File: config.mk
export PLATFORM = sky130hd
export DESIGN_NAME = stack_engine
export DESIGN_NICKNAME = d
export VERILOG_FILES = /design/src/rtl/stack_engine.sv
export SDC_FILE = /design/constraint.sdc
export NUM_CORES = 1
export LEC_CHECK = 0
export ABC_CLOCK_PERIOD_IN_PS = 5030
export CAP_MARGIN = 20
export CELL_PAD_IN_SITES_DETAIL_PLACEMENT = 0
export CELL_PAD_IN_SITES_GLOBAL_PLACEMENT = 1
export CORE_AREA = 2 2 87 173
export DETAILED_ROUTE_END_ITERATION = 7
export DIE_AREA = 0 0 89 175
export GPL_TIMING_DRIVEN = 0
export PLACE_DENSITY = 0.6
export SLEW_MARGIN = 20
export SYNTH_ARGS = -nofsm -noshare
export SYNTH_HDL_FRONTEND = slang
export SYNTH_SLANG_ARGS = --single-unit
File: constraint.sdc
create_clock -name clk -period 5.03 [get_ports clk]
set_input_delay 0.503 -clock clk [delete_from_list [all_inputs] [get_ports clk]]
set_output_delay 0.503 -clock clk [all_outputs]
set_load 0.02 [all_outputs]
File: src/rtl/stack_engine.sv
`timescale 1ns/1ps
// 6502-style hardware stack unit: multi-byte PUSH/POP and SP load over a
// valid/ready command port, driving a single-byte memory master with ready handshake.
module stack_engine #(
  parameter logic [7:0] STACK_PAGE = 8'h01,
  parameter logic [7:0] SP_RESET   = 8'hFF,
  parameter int         MAX_BYTES  = 2,
  parameter bit         WRAP_MODE  = 1'b1
) (
  input  logic                   clk,
  input  logic                   rst_n,
  input  logic                   cmd_valid,
  output logic                   cmd_ready,
  input  logic [1:0]             cmd_op,
  input  logic [1:0]             cmd_len,
  input  logic [8*MAX_BYTES-1:0] cmd_wdata,
  output logic                   rsp_valid,
  output logic                   rsp_err,
  output logic [8*MAX_BYTES-1:0] rsp_rdata,
  output logic [15:0]            mem_addr,
  output logic [7:0]             mem_wdata,
  output logic                   mem_we,
  output logic                   mem_re,
  input  logic [7:0]             mem_rdata,
  input  logic                   mem_ready,
  output logic [7:0]             sp,
  output logic                   ovf_flag,
  output logic                   unf_flag,
  input  logic                   flag_clr
);

  localparam int         DW    = 8 * MAX_BYTES;
  localparam logic [2:0] MAX_B = 3'(MAX_BYTES);

  localparam logic [1:0] OP_PUSH = 2'b00;
  localparam logic [1:0] OP_POP  = 2'b01;
  localparam logic [1:0] OP_LOAD = 2'b10;
  localparam logic [1:0] OP_RSVD = 2'b11;

  typedef enum logic [1:0] {
    S_IDLE = 2'd0,
    S_XFER = 2'd1,
    S_RESP = 2'd2
  } state_t;

  state_t          state_q, state_d;
  logic [7:0]      sp_q;
  logic [1:0]      op_q;
  logic            err_q;
  logic [DW-1:0]   data_q;
  logic [1:0]      byte_idx_q;
  logic [1:0]      beats_left_q;
  logic [DW-1:0]   pop_buf_q;
  logic [DW-1:0]   rdata_q;
  logic            ovf_q, unf_q;

  logic            accept;
  logic [2:0]      n_bytes;
  logic            len_bad;
  logic            range_bad;
  logic            cmd_bad;
  logic            beat_done;
  logic            last_beat;
  logic            ovf_set, unf_set;
  logic [DW-1:0]   pop_next;

  // Command decode and legality checks, evaluated on the live command fields
  always_comb begin
    accept    = cmd_valid && (state_q == S_IDLE);
    n_bytes   = {1'b0, cmd_len} + 3'd1;
    len_bad   = ({1'b0, cmd_len} >= MAX_B);
    range_bad = 1'b0;
    if (!WRAP_MODE) begin
      if (cmd_op == OP_PUSH && sp_q < {6'b0, cmd_len})
        range_bad = 1'b1;
      if (cmd_op == OP_POP && (SP_RESET - sp_q) < {5'b0, n_bytes})
        range_bad = 1'b1;
    end
    cmd_bad   = (cmd_op == OP_RSVD) || len_bad || range_bad;
    beat_done = (state_q == S_XFER) && mem_ready;
    last_beat = beat_done && (beats_left_q == 2'd0);
    ovf_set   = WRAP_MODE && beat_done && (op_q == OP_PUSH) && (sp_q == 8'h00);
    unf_set   = WRAP_MODE && beat_done && (op_q == OP_POP) && (sp_q == 8'hFF);
  end

  always_ff @(posedge clk or negedge rst_n) begin
    if (!rst_n) state_q <= S_IDLE;
    else        state_q <= state_d;
  end

  always_comb begin
    state_d = state_q;
    unique case (state_q)
      S_IDLE: begin
        if (accept) begin
          if (cmd_bad || cmd_op == OP_LOAD) state_d = S_RESP;
          else                              state_d = S_XFER;
        end
      end
      S_XFER: begin
        if (last_beat) state_d = S_RESP;
      end
      S_RESP:  state_d = S_IDLE;
      default: state_d = S_IDLE;
    endcase
  end

  // Memory master outputs; POP addresses the slot above sp (pre-increment read)
  always_comb begin
    mem_we    = (state_q == S_XFER) && (op_q == OP_PUSH);
    mem_re    = (state_q == S_XFER) && (op_q == OP_POP);
    mem_addr  = {STACK_PAGE, sp_q};
    mem_wdata = 8'h00;
    pop_next  = pop_buf_q;
    if (mem_re) mem_addr = {STACK_PAGE, sp_q + 8'd1};
    for (int i = 0; i < MAX_BYTES; i++) begin
      if (byte_idx_q == 2'(i)) begin
        if (mem_we) mem_wdata = data_q[i*8 +: 8];
        pop_next[i*8 +: 8] = mem_rdata;
      end
    end
  end

  // Datapath: latch the command on accept, then step sp and byte index per beat
  always_ff @(posedge clk or negedge rst_n) begin
    if (!rst_n) begin
      sp_q         <= SP_RESET;
      op_q         <= OP_PUSH;
      err_q        <= 1'b0;
      data_q       <= '0;
      byte_idx_q   <= 2'd0;
      beats_left_q <= 2'd0;
      pop_buf_q    <= '0;
      rdata_q      <= '0;
    end else begin
      if (accept) begin
        op_q         <= cmd_op;
        err_q        <= cmd_bad;
        data_q       <= cmd_wdata;
        beats_left_q <= cmd_len;
        byte_idx_q   <= (cmd_op == OP_PUSH) ? cmd_len : 2'd0;
        pop_buf_q    <= '0;
        if (!cmd_bad && cmd_op == OP_LOAD) sp_q <= cmd_wdata[7:0];
      end else if (beat_done) begin
        beats_left_q <= beats_left_q - 2'd1;
        if (op_q == OP_PUSH) begin
          sp_q       <= sp_q - 8'd1;
          byte_idx_q <= byte_idx_q - 2'd1;
        end else begin
          sp_q       <= sp_q + 8'd1;
          byte_idx_q <= byte_idx_q + 2'd1;
          pop_buf_q  <= pop_next;
          if (last_beat) rdata_q <= pop_next;
        end
      end
    end
  end

  // Sticky wrap flags; a set in the same cycle as flag_clr takes priority
  always_ff @(posedge clk or negedge rst_n) begin
    if (!rst_n) begin
      ovf_q <= 1'b0;
      unf_q <= 1'b0;
    end else begin
      if (ovf_set)       ovf_q <= 1'b1;
      else if (flag_clr) ovf_q <= 1'b0;
      if (unf_set)       unf_q <= 1'b1;
      else if (flag_clr) unf_q <= 1'b0;
    end
  end

  assign cmd_ready = (state_q == S_IDLE);
  assign rsp_valid = (state_q == S_RESP);
  assign rsp_err   = (state_q == S_RESP) && err_q;
  assign rsp_rdata = rdata_q;
  assign sp        = sp_q;
  assign ovf_flag  = ovf_q;
  assign unf_flag  = unf_q;

endmodule

Yosys cells after proc, flatten, opt, wreduce, memory -nomap -nowiden:

Index checks and enable logic that the tools add are counted.

* flip-flop bits (word level): 67
* bits in latches: 0
* bits in writable memories: 0
* ROM bits: 0
* input bits: 33
* memories: 0

* add/sub/neg operators: 5
* multiply operators: 0
* div/mod/pow operators: 0
* $lt $le $gt $ge: 1
* equal/unequal tests: 11
* shift operators: 0
* mux-type cells: 27
* bitwise gates (word level): 2
* reductions and logical operators: 27

Operators with widths (number)
* $mux 8: 11
* $mux 16: 3
* $mux 2: 9
* $logic_and 1x1->1: 11
* $logic_not 2->1: 5
* $add 8x1->8 const B: 1
* $eq 8x8->1 const B: 1
* $logic_not 8->1: 1
* $sub 8x1->8 const B: 1
* $eq 2x1->1 const B: 3
* $eq 2x2->1 const B: 3
* $reduce_and 2->1: 3
* $reduce_bool 2->1: 3
* $ne 2x1->1 const B: 2
* $ne 2x2->1 const B: 2
* $pmux 2 s2: 1
* $reduce_and 4->1: 1
* $sub 2x1->2 const B: 2
* $mux 1: 3
* $add 2x1->2 const B: 1
* $ge 2x2->1 const B: 1
* $logic_or 1x1->1: 2
* $not 1->1: 2
* $logic_not 1->1: 1

Depth between registers and ports, before layout:

* word-level depth: 6
* depth in mapped cells: 8
* depth with buffers taken out: 6

Worst setup path before layout:

OpenSTA, ideal clock, no wires.

* kind: register -> output
* start: reg op_q[1]
* end: out mem_addr[5]
* arrival: 1.614 ns
* required time: 4.527 ns
* setup slack: 2.913 ns
* stages on the path, launching flop included: 6
* path through: dfrtp_1 -> and4bb_2 -> buf_2 -> nand4_1 -> nor2_1 -> xor2_1

* longest elaborated chain between the ends: 3

Ends and longest elaborated chain
* from (decl): RTL line 48 `logic [1:0] op_q;`
* from (signal assigned): RTL line 137 `op_q <= cmd_op;`
* $eq 2x1->1: RTL line 111 `mem_re = (state_q == S_XFER) && (op_q == OP_POP);`
* $logic_and 1x1->1: RTL line 111
* via mem_re: RTL line 23 `output logic mem_re,`
* $mux 8: RTL line 115 `if (mem_re) mem_addr = {STACK_PAGE, sp_q + 8'd1};`
* to (decl): RTL line 20 `output logic [15:0] mem_addr,`

The timed path passes the listed nets, and every way through them passes these cells.

Worst setup path in the final report:

* start: reg byte_idx_q[1]
* end: out mem_wdata[2]

* longest elaborated chain between the ends: 4

Ends and longest elaborated chain
* from (decl): RTL line 51 `logic [1:0] byte_idx_q;`
* from (signal assigned): RTL line 141 `byte_idx_q <= (cmd_op == OP_PUSH) ? cmd_len : 2'd0;`
* from (signal assigned): RTL line 148 `byte_idx_q <= byte_idx_q - 2'd1;`
* from (signal assigned): RTL line 151 `byte_idx_q <= byte_idx_q + 2'd1;`
* $logic_not 2->1: RTL line 117 `if (byte_idx_q == 2'(i)) begin`
* $mux 8: RTL line 117
* $mux 8: RTL line 118 `if (mem_we) mem_wdata = data_q[i*8 +: 8];`
* $mux 8 *: RTL line 117
* to (decl): RTL line 21 `output logic [7:0] mem_wdata,`

Mark *: on every way between the ends. The rest lies on a longest branch, timed or not.

==> impl_metrics.py <==
metrics = {
    "run_status": {
        "outcome": "complete, no violations",
    },
    "drt": {
        "finalWirelength_um": 11200,
        "top_layer": "met4",
        "drt_iter0_markers": 146,
        "post_drt_wl_per_cell_um": 16.2,
        "drtAntennaViolNets": 0,
        "wl_met2_um": 6220,
        "viasPerCell": 4.52,
        "vias": 3109,
        "drt-met1-wl_um": 4150,
        "dr.pass1.iters": 5,
        "met3_length_um": 438,
        "drc": 0,
    },
    "timing": {
        "relSlewSlack_pct": 49.2,
        "timing.final.ws_setup_ns": 1.85,
        "tns_ns": 0,
        "finalHoldViolCount": 0,
        "rsz0062_at_grt": "false",
        "worst_slew_pin_slew_ns": 0.758,
        "slew_viol_final": 0,
        "setup_viol": 0,
        "period_needed_ns": 3.18,
        "fmax_mhz": 315,
        "fin_skew_ns": 0.00471,
        "fin_crit_sh_pct": 63.2,
    },
    "pwr": {
        "ir_drop_mv": 0.274,
        "p_leak_nw": 2.12,
        "power_density_nw_per_um2": 614,
    },
    "placement": {
        "dp_slack_ns": 2.20,
        "place_congestion": 0.857,
        "hpwlAfterDp_um": 8580,
        "io_buffer_count": 79,
        "dp.cells": 672,
    },
    "global_routing": {
        "grt_usage_pct": 14.9,
        "grt_max_degree": 43,
        "antenna_found_initial": 0,
        "grt_pass1_wl_um": 17300,
        "grt.overflow.total": 0,
        "grt_pass1_vias": 3253,
    },
    "clock_tree": {
        "clock_latency_ns": 0.34,
        "cts_made_buffers": 9,
        "cts_resized": 0,
        "cts_max_level": 3,
        "cts_sinks": 67,
        "clkTransAtPathRegs_ns": 0.06,
        "clk_path_buf_depth": 2,
        "clockRootBuffer": "clkbuf_16",
        "cts_setup_buffers": 0,
        "hold_buffers": 0,
        "cts_tree": "yes",
    },
    "synth": {
        "avgSynthCellArea_um2": 8.89,
        "synth_top_cell_by_area": "dfrtp_1",
        "synth_edf_count": 0,
        "synth-seq-cells": 67,
        "yosysUniqueCellTypes": 48,
        "synth_cells": 394,
        "synth_top_area_share_pct": 42.2,
        "synth_area_leaders": "dfrtp_1 42%, nand2_1 11%, dfstp_2 6.0%, mux2i_1 4.6%, nor2_1 4.4%",
        "synthFlopType": "dfrtp_1",
        "synth.yosys.warnings": 0,
        "yosysSeqAreaShare_pct": 48.2,
        "syn_area_um2": 3500,
        "synth-async-reset-ratio_pct": 100,
    },
    "die": {
        "die_area_um2": 15600,
        "dieHeight_um": 175,
        "ios": 88,
        "start_util_pct": 24.5,
        "coreArea_um2": 14300,
        "num_rows": 62,
        "fp.dieW_um": 89,
    },
    "finish": {
        "instances_no_fill": 688,
        "drive_above_1_share_pct": 11.5,
        "fin_nets": 530,
        "diodes": 0,
        "fillers": 1508,
        "area_growth_syn_to_layout_pct": 39.9,
    },
    "setup_path": {
        "crit_type": "register to output pin",
        "endpoint_kind": "output pin",
        "worstRegToRegCells": 5,
        "arrival_ns": 2.67,
        "crit_fanout": 10,
        "crit_required_ns": 4.53,
        "critPathLaunchType": "register",
    },
    "job": {
        "cap_viol_max_count": 0,
    },
    "min_path": {
        "min_path_type": "input pin to asynchronous set/reset pin",
    },
}
[stage by stage]
step	util [%]	instance area, um2	total power, mW	hold WS (ns)
global placement	31.9	4550	2.31	0.463
CTS	34.3	4900	3.05	0.0946
finish	34.3	4900	3.01	0.0863
detailed placement	32.0	4570	2.34	0.457
floorplan	-	3520	1.76	0.207
global route	34.3	4900	3.21	0.108
[synth_stat cells (all sizes together), types with 2 or more instances]
cell type   n
dfrtp      59
o2bb2ai     5
buf        25
xor2        2
o32ai       5
ha          6
conb        2
nand4       4
o21ai      28
inv         9
nand3       3
nand4b      2
xnor2       8
nand2      98
a21boi      4
dfstp       8
nor2b       3
clkbuf      9
a221o       2
nor2       41
a21oi      22
mux2i      16
a22oi       9
and3        5
or4         2
[worst max-delay path, stage by stage, from the launching register on]
cell and delay (ns):
dfrtp_1 0.36, inv_1 0.08, ha_1 0.13, buf_2 0.31
buf_1 0.43, a22oi_1 0.17, nor2_1 0.20, clkdlybuf4s50_1 0.65
[worst paths after layout]
kind,startpoint,slack [ns],end
setup reg to reg,sp[2],3.04,sp[6]
max in group asynchronous,rst_n,4.38,data_q[8]
setup / recovery,byte_idx_q[1],1.85,mem_wdata[2]
hold / removal,rst_n,0.09,ovf_flag
min in group clk,data_q[14],0.48,data_q[14]
hold reg to reg,data_q[14],0.48,data_q[14]
[sequential cells by signal, indices dropped and copies added, names as in the netlist, 2 cells and up]
| name | count |
|---|---|
| byte_idx_q | 2 |
| beats_left_q | 2 |
| pop_buf_q | 16 |
| sp | 8 |
| rsp_rdata | 16 |
| data_q | 16 |
| state_q | 2 |
| op_q | 2 |
[report_power, final]
group / total [mW] / internal (mW) / switching (mW)
combinational: 1.37 / 0.604 / 0.770
sequential: 0.942 / 0.773 / 0.168
clock: 0.694 / 0.438 / 0.256
total: 3.01 / 1.81 / 1.19
[logic make-up after synthesis]
| family | after synthesis | synth area share, % |
|---|---|---|
| AO/OA/AOI/OAI | 82 | 14.8 |
| XOR/XNOR | 10 | 2.50 |
| adder cells (fa/ha/maj) | 6 | 2.14 |
| buffers and inverters | 43 | 6.58 |
| flip-flops | 67 | 48.2 |
| multiplexers | 17 | 4.90 |
| other | 2 | 0.215 |
| AND/OR/NAND/NOR | 167 | 20.7 |
[layer usage]
layer,global-route usage [%],vias up
li1,-,1511
met1,15.7,1479
met2,27.3,99
met3,2.79,20
met4,7.28,0
met5,0,-
[cell usage in the layout, fill, tap and decap left out, drive strengths merged, types with 5 or more instances in the layout]
cell type and n:
inv 10, ha 6, and3 5, o2bb2ai 5, nor2 41, a21oi 22, mux2i 16, a22oi 9
xnor2 8, dfstp 8, clkbuf 18, buf 27, nand2 98, o21ai 28, clkdlybuf4s50 78, o32ai 5
conb 8, dfrtp 59
[layout make-up]
| type | count | area (um2) | share of cell area (%) |
|---|---|---|---|
| clock inverters | 7 | 101 | 2.07 |
| plain buffers | 34 | 196 | 4.01 |
| well taps | 192 | 240 | 4.90 |
| multi-input cells | 290 | 1610 | 32.8 |
| clock buffers | 9 | 225 | 4.60 |
| flip-flops and latches | 67 | 1690 | 34.4 |
| repair buffers | 80 | 808 | 16.5 |
| inverters | 9 | 33.8 | 0.690 |
No activity file was read; power rests on OpenSTA's default activity.
